**src/rtl/fht_defines.sv**
```systemverilog
// Shared defaults and FSM state encoding for the FHT streaming front/back end.
package fht_defines;

    localparam int DEF_IN_BIT = 16;
    localparam int DEF_D_BIT  = 18;
    localparam int DEF_A_BIT  = 8;
    localparam int DEF_N_BANK = 4;

    typedef enum logic [2:0] {
        ST_IDLE   = 3'd0,
        ST_LOAD   = 3'd1,
        ST_START  = 3'd2,
        ST_CALC   = 3'd3,
        ST_UNLOAD = 3'd4
    } fht_state_t;

endpackage

```
**src/rtl/fht_skid_buf.sv**
```systemverilog
// Two-entry output skid buffer: registered output, ready depends only on fill level,
// so a steady one-entry occupancy sustains one transfer per cycle.
module fht_skid_buf #(
    parameter int W = 8
) (
    input  logic         clk,
    input  logic         rst_n,
    input  logic         in_valid,
    output logic         in_ready,
    input  logic [W-1:0] in_data,
    output logic         out_valid,
    input  logic         out_ready,
    output logic [W-1:0] out_data
);

    logic [1:0]   count;
    logic [W-1:0] head;
    logic [W-1:0] tail;
    logic         push;
    logic         pop;

    assign in_ready  = (count != 2'd2);
    assign out_valid = (count != 2'd0);
    assign out_data  = head;
    assign push      = in_valid && in_ready;
    assign pop       = out_valid && out_ready;

    always_ff @(posedge clk) begin
        if (!rst_n) begin
            count <= 2'd0;
            head  <= '0;
            tail  <= '0;
        end else begin
            case (count)
                2'd0: if (push) begin
                    head  <= in_data;
                    count <= 2'd1;
                end
                2'd1: if (push && pop) begin
                    head <= in_data;
                end else if (push) begin
                    tail  <= in_data;
                    count <= 2'd2;
                end else if (pop) begin
                    count <= 2'd0;
                end
                2'd2: if (pop) begin
                    head  <= tail;
                    count <= 2'd1;
                end
                default: count <= 2'd0;
            endcase
        end
    end

endmodule

```
**src/rtl/fht_stream_top.sv**
```systemverilog
// Streams one frame of ADC samples into the banked FHT core RAM, starts the core,
// then drains the result in natural order through a skid buffer.
//
//   state  | meaning
//   IDLE   | waiting for the first sample of a frame (written as point 0)
//   LOAD   | accepting points 1..N_PT-1 into the banks
//   START  | one-cycle start strobe to the core
//   CALC   | waiting for the core completion strobe
//   UNLOAD | reading rows back and emitting points 0..N_PT-1
module fht_stream_top
    import fht_defines::*;
#(
    parameter int IN_BIT    = DEF_IN_BIT,
    parameter int D_BIT     = DEF_D_BIT,
    parameter int A_BIT     = DEF_A_BIT,
    parameter int N_BANK    = DEF_N_BANK,
    parameter bit SIGNED_IN = 1'b1
) (
    input  logic                    iCLK,
    input  logic                    iRESET,
    input  logic                    iS_VALID,
    input  logic [IN_BIT-1:0]       iS_DATA,
    output logic                    oS_READY,
    output logic                    oM_VALID,
    output logic [D_BIT-1:0]        oM_DATA,
    output logic                    oM_LAST,
    input  logic                    iM_READY,
    output logic [D_BIT-1:0]        oCORE_DATA,
    output logic [A_BIT-1:0]        oCORE_ADDR_WR,
    output logic [N_BANK-1:0]       oCORE_WE,
    output logic                    oCORE_START,
    input  logic                    iCORE_RDY,
    output logic [A_BIT-1:0]        oCORE_ADDR_RD,
    input  logic [N_BANK*D_BIT-1:0] iCORE_DATA,
    output logic                    oBUSY,
    output logic [15:0]             oFRAME_CNT
);

    localparam int B_BIT = $clog2(N_BANK);
    localparam int P_BIT = A_BIT + B_BIT;
    localparam logic [P_BIT-1:0]  P_LAST   = '1;
    localparam logic [A_BIT-1:0]  ROW_LAST = '1;
    localparam logic [B_BIT-1:0]  COL_LAST = B_BIT'(N_BANK - 1);
    localparam logic [N_BANK-1:0] WE_ONE   = N_BANK'(1);

    fht_state_t       state;
    fht_state_t       state_nxt;
    logic [P_BIT-1:0] wr_cnt;
    logic             accept;
    logic [15:0]      frame_cnt;

    logic [A_BIT-1:0] rd_addr;
    logic             bus_valid;
    logic             fetch_done;
    logic             row_valid;
    logic [D_BIT-1:0] row_buf [N_BANK];
    logic [B_BIT-1:0] col;
    logic             sb_ready;
    logic             push;
    logic             push_last;
    logic             load_row;
    logic             out_last_hs;
    logic [D_BIT:0]   sb_out;

    assign oS_READY   = (state == ST_IDLE) || (state == ST_LOAD);
    assign accept     = iS_VALID && oS_READY;
    assign oCORE_DATA = SIGNED_IN ? {{(D_BIT-IN_BIT){iS_DATA[IN_BIT-1]}}, iS_DATA}
                                  : {{(D_BIT-IN_BIT){1'b0}}, iS_DATA};
    assign oCORE_ADDR_WR = wr_cnt[P_BIT-1:B_BIT];
    assign oCORE_WE      = accept ? (WE_ONE << wr_cnt[B_BIT-1:0]) : '0;
    assign oCORE_ADDR_RD = rd_addr;
    assign oBUSY         = (state != ST_IDLE);
    assign oFRAME_CNT    = frame_cnt;

    // A whole row is latched so the next row address can be issued while it drains.
    assign push        = row_valid && sb_ready;
    assign push_last   = fetch_done && (col == COL_LAST);
    assign load_row    = bus_valid && (!row_valid || (push && col == COL_LAST));
    assign out_last_hs = oM_VALID && iM_READY && oM_LAST;

    always_comb begin
        state_nxt   = state;
        oCORE_START = 1'b0;
        case (state)
            ST_IDLE:   if (accept) state_nxt = ST_LOAD;
            ST_LOAD:   if (accept && wr_cnt == P_LAST) state_nxt = ST_START;
            ST_START: begin
                oCORE_START = 1'b1;
                state_nxt   = ST_CALC;
            end
            ST_CALC:   if (iCORE_RDY) state_nxt = ST_UNLOAD;
            ST_UNLOAD: if (out_last_hs) state_nxt = ST_IDLE;
            default:   state_nxt = ST_IDLE;
        endcase
    end

    always_ff @(posedge iCLK) begin
        if (!iRESET) begin
            state      <= ST_IDLE;
            wr_cnt     <= '0;
            frame_cnt  <= '0;
            rd_addr    <= '0;
            bus_valid  <= 1'b0;
            fetch_done <= 1'b0;
            row_valid  <= 1'b0;
            col        <= '0;
            for (int k = 0; k < N_BANK; k++) row_buf[k] <= '0;
        end else begin
            state <= state_nxt;
            if (accept) wr_cnt <= wr_cnt + 1'b1;
            if (out_last_hs) frame_cnt <= frame_cnt + 16'd1;

            if (state != ST_UNLOAD) begin
                rd_addr    <= '0;
                fetch_done <= 1'b0;
                row_valid  <= 1'b0;
                col        <= '0;
                // Row 0 is read on the completion edge, so it is ready on UNLOAD entry.
                bus_valid  <= (state == ST_CALC) && iCORE_RDY;
            end else begin
                if (push) col <= col + 1'b1;
                if (load_row) begin
                    for (int k = 0; k < N_BANK; k++) row_buf[k] <= iCORE_DATA[k*D_BIT +: D_BIT];
                    row_valid <= 1'b1;
                    bus_valid <= 1'b0;
                    if (rd_addr == ROW_LAST) fetch_done <= 1'b1;
                    else                     rd_addr    <= rd_addr + 1'b1;
                end else begin
                    if (push && col == COL_LAST) row_valid <= 1'b0;
                    bus_valid <= !fetch_done;
                end
            end
        end
    end

    fht_skid_buf #(.W(D_BIT + 1)) u_skid (
        .clk       (iCLK),
        .rst_n     (iRESET),
        .in_valid  (row_valid),
        .in_ready  (sb_ready),
        .in_data   ({push_last, row_buf[col]}),
        .out_valid (oM_VALID),
        .out_ready (iM_READY),
        .out_data  (sb_out)
    );

    assign oM_LAST = sb_out[D_BIT];
    assign oM_DATA = sb_out[D_BIT-1:0];

endmodule

```
**config.mk**
```make
export PLATFORM = sky130hd
export DESIGN_NAME = fht_stream_top
export DESIGN_NICKNAME = d
export VERILOG_FILES = /design/src/rtl/fht_defines.sv /design/src/rtl/fht_skid_buf.sv /design/src/rtl/fht_stream_top.sv
export SDC_FILE = /design/constraint.sdc
export NUM_CORES = 1
export LEC_CHECK = 0
export BUFFER_PORTS_ARGS = -buffer_cell sky130_fd_sc_hd__buf_2
export CAP_MARGIN = 30
export CORE_ASPECT_RATIO = 1.1
export CORE_MARGIN = 1
export CORE_UTILIZATION = 54
export CTS_CLUSTER_SIZE = 14
export DETAILED_ROUTE_END_ITERATION = 10
export PLACE_DENSITY = 0.87
export SLEW_MARGIN = 20
export SYNTH_ARGS = -nofsm -noshare
export SYNTH_HDL_FRONTEND = slang
export SYNTH_HIERARCHICAL = 1
export SYNTH_SLANG_ARGS = --single-unit
```
**constraint.sdc**
```tcl
create_clock -name iCLK -period 9.3 [get_ports iCLK]
set_input_delay 1.86 -clock iCLK [delete_from_list [all_inputs] [get_ports iCLK]]
set_output_delay 1.86 -clock iCLK [all_outputs]
set_load 0.005 [all_outputs]
```
# Word level (Yosys, flattened, before mapping)

Memories as Yosys holds them, arrays and structs flattened. A register that Yosys moved wholly into a read port is not among the register bits.
Index checks and enable logic that the tools add are counted.

Bits in registers: 82
Input bits: 93
Memories: 1
Logic and storage cells: 103
Output and inout bits: 77
Memory bits (writable): 72

Memories:

| name    | words | width | read ports | clocked after memory_dff | wr ports | RTL line             | text |
|---|---|---|---|---|---|---|---|
| row_buf | 4     | 18    | 1          | 1                        | 4        | fht_stream_top.sv:56 | `logic [D_BIT-1:0] row_buf [N_BANK];` |

Reductions and logical operators: 27
Bitwise gates (word level): 7
Eq/ne operators: 20
Mux-type cells: 32
$add $sub $neg: 4
Shifts and indexed selects: 1

Operators by type and width:

| kind                                                   | count |
|---|---|
| two-way mux 18 bit                                     | 4 |
| two-way mux 19 bit                                     | 3 |
| case mux 19 bit (3 select lines)                       | 1 |
| adder 16 x 1 -> 16 bit (second input constant)         | 1 |
| case mux 3 bit (5 select lines)                        | 1 |
| two-way mux 2 bit                                      | 7 |
| two-way mux 3 bit                                      | 4 |
| inequality test 2 bit (second input constant)          | 6 |
| AND reduction 4 bit                                    | 3 |
| adder 10 x 1 -> 10 bit (second input constant)         | 1 |
| == test 10 bit (second input constant)                 | 1 |
| logical AND 1 bit                                      | 10 |
| two-way mux 1 bit                                      | 10 |
| adder 8 x 1 -> 8 bit (second input constant)           | 1 |
| == test 8 bit (second input constant)                  | 1 |
| == test 3 x 2 -> 1 bit (second input constant)         | 2 |
| inequality test 2 x 1 -> 1 bit (second input constant) | 3 |
| case mux 2 bit (3 select lines)                        | 1 |
| nonzero test 3 bit                                     | 2 |
| == test 2 bit (second input constant)                  | 2 |
| two-way mux 4 bit                                      | 1 |
| OR 1 bit                                               | 4 |
| AND reduction 2 bit                                    | 2 |
| nonzero test 2 bit                                     | 2 |
| 14 further kinds                                       | 18 |

# Logic depth before layout (Yosys ltp)

Depth after elaboration: 10
Depth in mapped cells: 8
Mapped depth without buffers: 5

# Cells and area by module

The synthesis kept the hierarchy.

Modules (own cells, without submodules):

| module         | sequential area each (µm²) | cells an instance | area an instance (µm²) | times used |
|---|---|---|---|---|
| fht_stream_top | 3042.9                     | 451               | 5386.4                 | 1 |
| fht_skid_buf   | 800.8                      | 190               | 1870.5                 | 1 |

# Worst setup path before layout

No wires, ideal clock.

Path kind: register to register
Start point: reg u_skid.count[0]
End point: mem row_buf[0][0] (netlist name) (enable)
Slack: 2.147 ns
Period minus slack after synthesis: 7.153 ns
Cell stages (with the launch flop): 7
Path buffers: 2
Setup time: 0.608 ns
Required time: 8.692 ns
Arrival time: 6.545 ns
Path through: dfxtp_1 nand2b_1 buf_4 buf_4 a21boi_0 nand2b_1 o31ai_1

RTL lines:

| what                     | RTL line             | text |
|---|---|---|
| start: declaration       | fht_skid_buf.sv:16   | `logic [1:0] count;` |
| start signal: assignment | fht_skid_buf.sv:30   | `count <= 2'd0;` |
| start signal: assignment | fht_skid_buf.sv:37   | `count <= 2'd1;` |
| start signal: assignment | fht_skid_buf.sv:43   | `count <= 2'd2;` |
| end: declaration         | fht_stream_top.sv:56 |  |

# Worst setup path after layout

Start point: in iS_VALID
End point: out oCORE_WE[3]

Cells in the longest elaborated chain, start to end: 2

RTL lines:

| what               | RTL line             | text |
|---|---|---|
| start: declaration | fht_stream_top.sv:21 | `input logic iS_VALID,` |
| logical AND 1 bit  | fht_stream_top.sv:66 | `assign accept = iS_VALID && oS_READY;` |
| two-way mux 4 bit  | fht_stream_top.sv:70 | `assign oCORE_WE = accept ? (WE_ONE << wr_cnt[B_BIT-1:0]) : '0;` |
| end: declaration   | fht_stream_top.sv:30 | `output logic [N_BANK-1:0] oCORE_WE,` |

No other way between the ends.

==> summary.md <==
The run finished with clean final reports. The count of nets after finishing is 825, and the total of buffers placed on input and output ports is 135. The number of hold-slack violations in the final timing report is 0. The critical path is of the input pin to primary output type. The root buffer cell chosen for the clock tree is sky130_fd_sc_hd__clkbuf_16. The final critical-path required period is 4.69 ns, and the actual slew at the worst max-slew pin is 0.917 ns. TritonCTS built the clock tree.

The setup check on the worst reg-to-reg path leaves a slack of 6.38 ns. Clock tree skew after final layout: 0.0115 ns. The final setup violation count was 0. Clock-pin slew was measured on the worst setup and hold paths at 0.06 ns. The design draws 1.53 mW. The H-tree was split into 4 levels. For the number of global-route vias before repair, the log shows 5008.

STA classifies the critical path startpoint as an input pin. The number of nets handed over by synthesis was 741. The path class of the tightest hold or removal check is flop to flop. Counting along the longest clock path gives a buffer depth of 2. The per-cell routed wire length was 16.9 µm; the die outline height was 124 µm.

The worst-case IR drop observed on VDD is 0.126 mV. In the routed layout, each cell is associated on average with a via count of 5.76. The global-route wire length before repair was 24.5 mm. The cell count after synthesis came out at 641.

At the end of routability-driven placement, the weighted congestion stood at 0.794. STA classifies the critical path endpoint as a primary output. The largest net degree at the start of global routing was 76; the total clock buffers created by CTS was 17.

The floorplan die width was 113 µm. For the insertion delay to the later sink of the worst-skew pair, the log shows 0.43 ns. After global routing the overflow that remains totals 0. Of the available clock period, the critical path in the final layout requires 50.5%. After floorplanning, the core was sized to cover 0.0132 mm². The first detailed-routing pass took 4 iterations. The flop and latch count out of synthesis came out at 156.

For the number of hold-repair buffers added at the cts stage, the log shows 0. The number of warnings reported in the yosys synthesis log is 6, and the max-slew headroom at the worst pin is 38.6%. The floorplan step defined a die boundary enclosing 0.0139 mm².

The residual antenna-violating net count after detailed routing was 0. The upper clock frequency limit was 213 MHz; the aggregate routed wire length was 15.2 mm. Sequential cells were found to cover 53.0% of the synthesized design area.

For the worst setup path, the data arrival time is 2.83 ns. The final route contains 5194 vias. The buffer count from post-CTS setup fixing is 0, and the number of pins with negative max-slew slack in the final report is 0. A synthesized cell averages 11.3 µm². The number of placed I/O pins was 170. The number of DRC violations after detailed routing was 0; the violation count after the first detailed-route iteration was 334. Gates resized during post-CTS repair numbered 0. The tools report the cell area after technology mapping as 0.00726 mm². The share of layout cells above drive strength 1 came out at 29.7%. The area added between synthesis and finish is 15.9%. The clock net in this run drives a total of 156 sinks. The floorplan has 44 rows.

For this configuration, the core starts out at a cell density of 55.2%. Setup repair after global routing left no endpoint under its margin. The largest fanout of any net on the critical path is 11, and the global-route usage over all layers is 22.7%. The half-perimeter wire length of the detailed placement result is 10.3 mm.

The logs give 52 for the distinct cell type count of the synthesized netlist and 2 for the initial antenna violation count. The analysis attributes to cell leakage a power of 3.64 nW. Number of maximum-capacitance constraint violations: 0. The final-layout setup total negative slack was 0 ns; the cell area power density was 181 mW/mm². For the critical path data required time, the log shows 7.44 ns.
==> cells by family after synthesis <==
logic type | share of synthesized area (%)
buffers and inverters | 6.47
XOR/XNOR | 2.53
flip-flops | 53.0
AND/OR/NAND/NOR | 18.3
AO/OA/AOI/OAI | 9.91
multiplexers | 8.64
adder cells (fa/ha/maj) | 1.21
==> routing by layer <==
metal	share of wire (%)	vias up	global-route usage, %
met3	4.6	21	5.35
met4	2.0	0	10.7
met2	49	162	38.2
met5	0	-	0
met1	44	2492	28.1
li1	-	2519	-
==> critical path: stages <==
cell                      delay [ns]
sky130_fd_sc_hd__buf_2          0.12
sky130_fd_sc_hd__nor3b_2        0.48
sky130_fd_sc_hd__and2_1         0.25
sky130_fd_sc_hd__buf_2          0.13
==> final timing paths <==
check	end	startpoint	cells past startpoint
max	oCORE_WE[3]	iS_VALID	4
min	u_skid/tail[0]	u_skid/tail[0]	2
min reg2reg	u_skid/tail[0]	u_skid/tail[0]	2
max reg2reg	row_buf[1][14]	u_skid/count[0]	6
==> flip-flops by register name, summed over array words and instances (netlist names), named ones only <==
register / flops
row_buf: 72
u_skid/out_data: 19
u_skid/tail: 19
oFRAME_CNT: 16
wr_cnt: 10
oCORE_ADDR_RD: 8
state: 3
col: 2
u_skid/count: 2
bus_valid: 1
fetch_done: 1
row_valid: 1
==> where the power goes <==
part	total, mW	internal [mW]	switching [mW]
clock	0.749	0.462	0.287
sequential	0.733	0.728	0.00533
combinational	0.0450	0.0209	0.0241
total	1.53	1.21	0.316
==> layout make-up <==
cell class / count / area, µm²
Antenna cell: 2 / 5.00
Multi-Input combinational cell: 406 / 2970
Clock inverter: 14 / 205
Timing Repair Buffer: 139 / 726
Inverter: 5 / 18.8
Clock buffer: 18 / 439
Fill cell: 930 / 4740
Tap cell: 161 / 201
Sequential cell: 156 / 3840
==> cells in the mapped netlist, drive strengths merged <==
cell	instances	share of area, %
and4b	1	0.14
dfxtp	84	23
a21o	1	0.10
mux2	1	0.16
and4bb	2	0.34
or3b	2	0.24
clkbuf	28	1.4
and3	80	6.9
nand4bb	1	0.16
or3	6	0.52
nand4	14	1.2
xnor2	11	1.3
a211oi	40	5.5
o221a	1	0.16
and3b	1	0.12
o41ai	1	0.12
edfxtp	72	30
a22oi	1	0.10
nand2	52	2.7
nor3b	3	0.31
o21a	2	0.21
o21ai	6	0.41
nor2	38	2.0
and4	4	0.48
nor3	8	0.55
a41o	3	0.41
xor2	10	1.2
or2	1	0.086
a31o	1	0.12
a31oi	4	0.34
mux2i	21	2.9
inv	5	0.26
nand2b	5	0.43
nor2b	2	0.21
or4	1	0.10
mux4	18	5.6
nor4	4	0.34
o31ai	1	0.10
a21boi	1	0.10
ha	7	1.2
nand3	9	0.62
buf	46	4.8
a21oi	32	2.2
and2	10	0.86
==> cells in the final DEF (no fill, tap or decap), drive strengths merged, types with 2 or more instances in the layout <==
cell	instances
and3	80
and4	4
ha	7
bufinv	4
nand2b	5
a211oi	40
and4bb	2
clkbuf	18
xnor2	11
nand2	52
and2	10
or3	6
a41o	3
mux4	18
nor2	38
o21ai	6
dfxtp	84
diode	2
xor2	10
nor4	4
o21a	2
or3b	2
inv	9
a31oi	4
buf	139
a21oi	32
edfxtp	72
clkinv	5
nor3	8
nor3b	3
nor2b	2
nand3	9
mux2i	21
nand4	14
==> per-stage QoR <==
stage	setup WS (ns)	instances	hold slack [ns]	cell area (µm²)	util (%)
finish	4.61	901	0.455	8410	63.9
global route	4.48	901	0.478	8410	63.9
CTS	4.28	899	0.455	8400	63.8
detailed placement	4.28	867	0.446	7750	58.9
global placement	4.33	866	0.441	7730	58.7
floorplan	2.15	641	0.436	7260	-
Note: power is estimated with default switching activity, not from simulation.
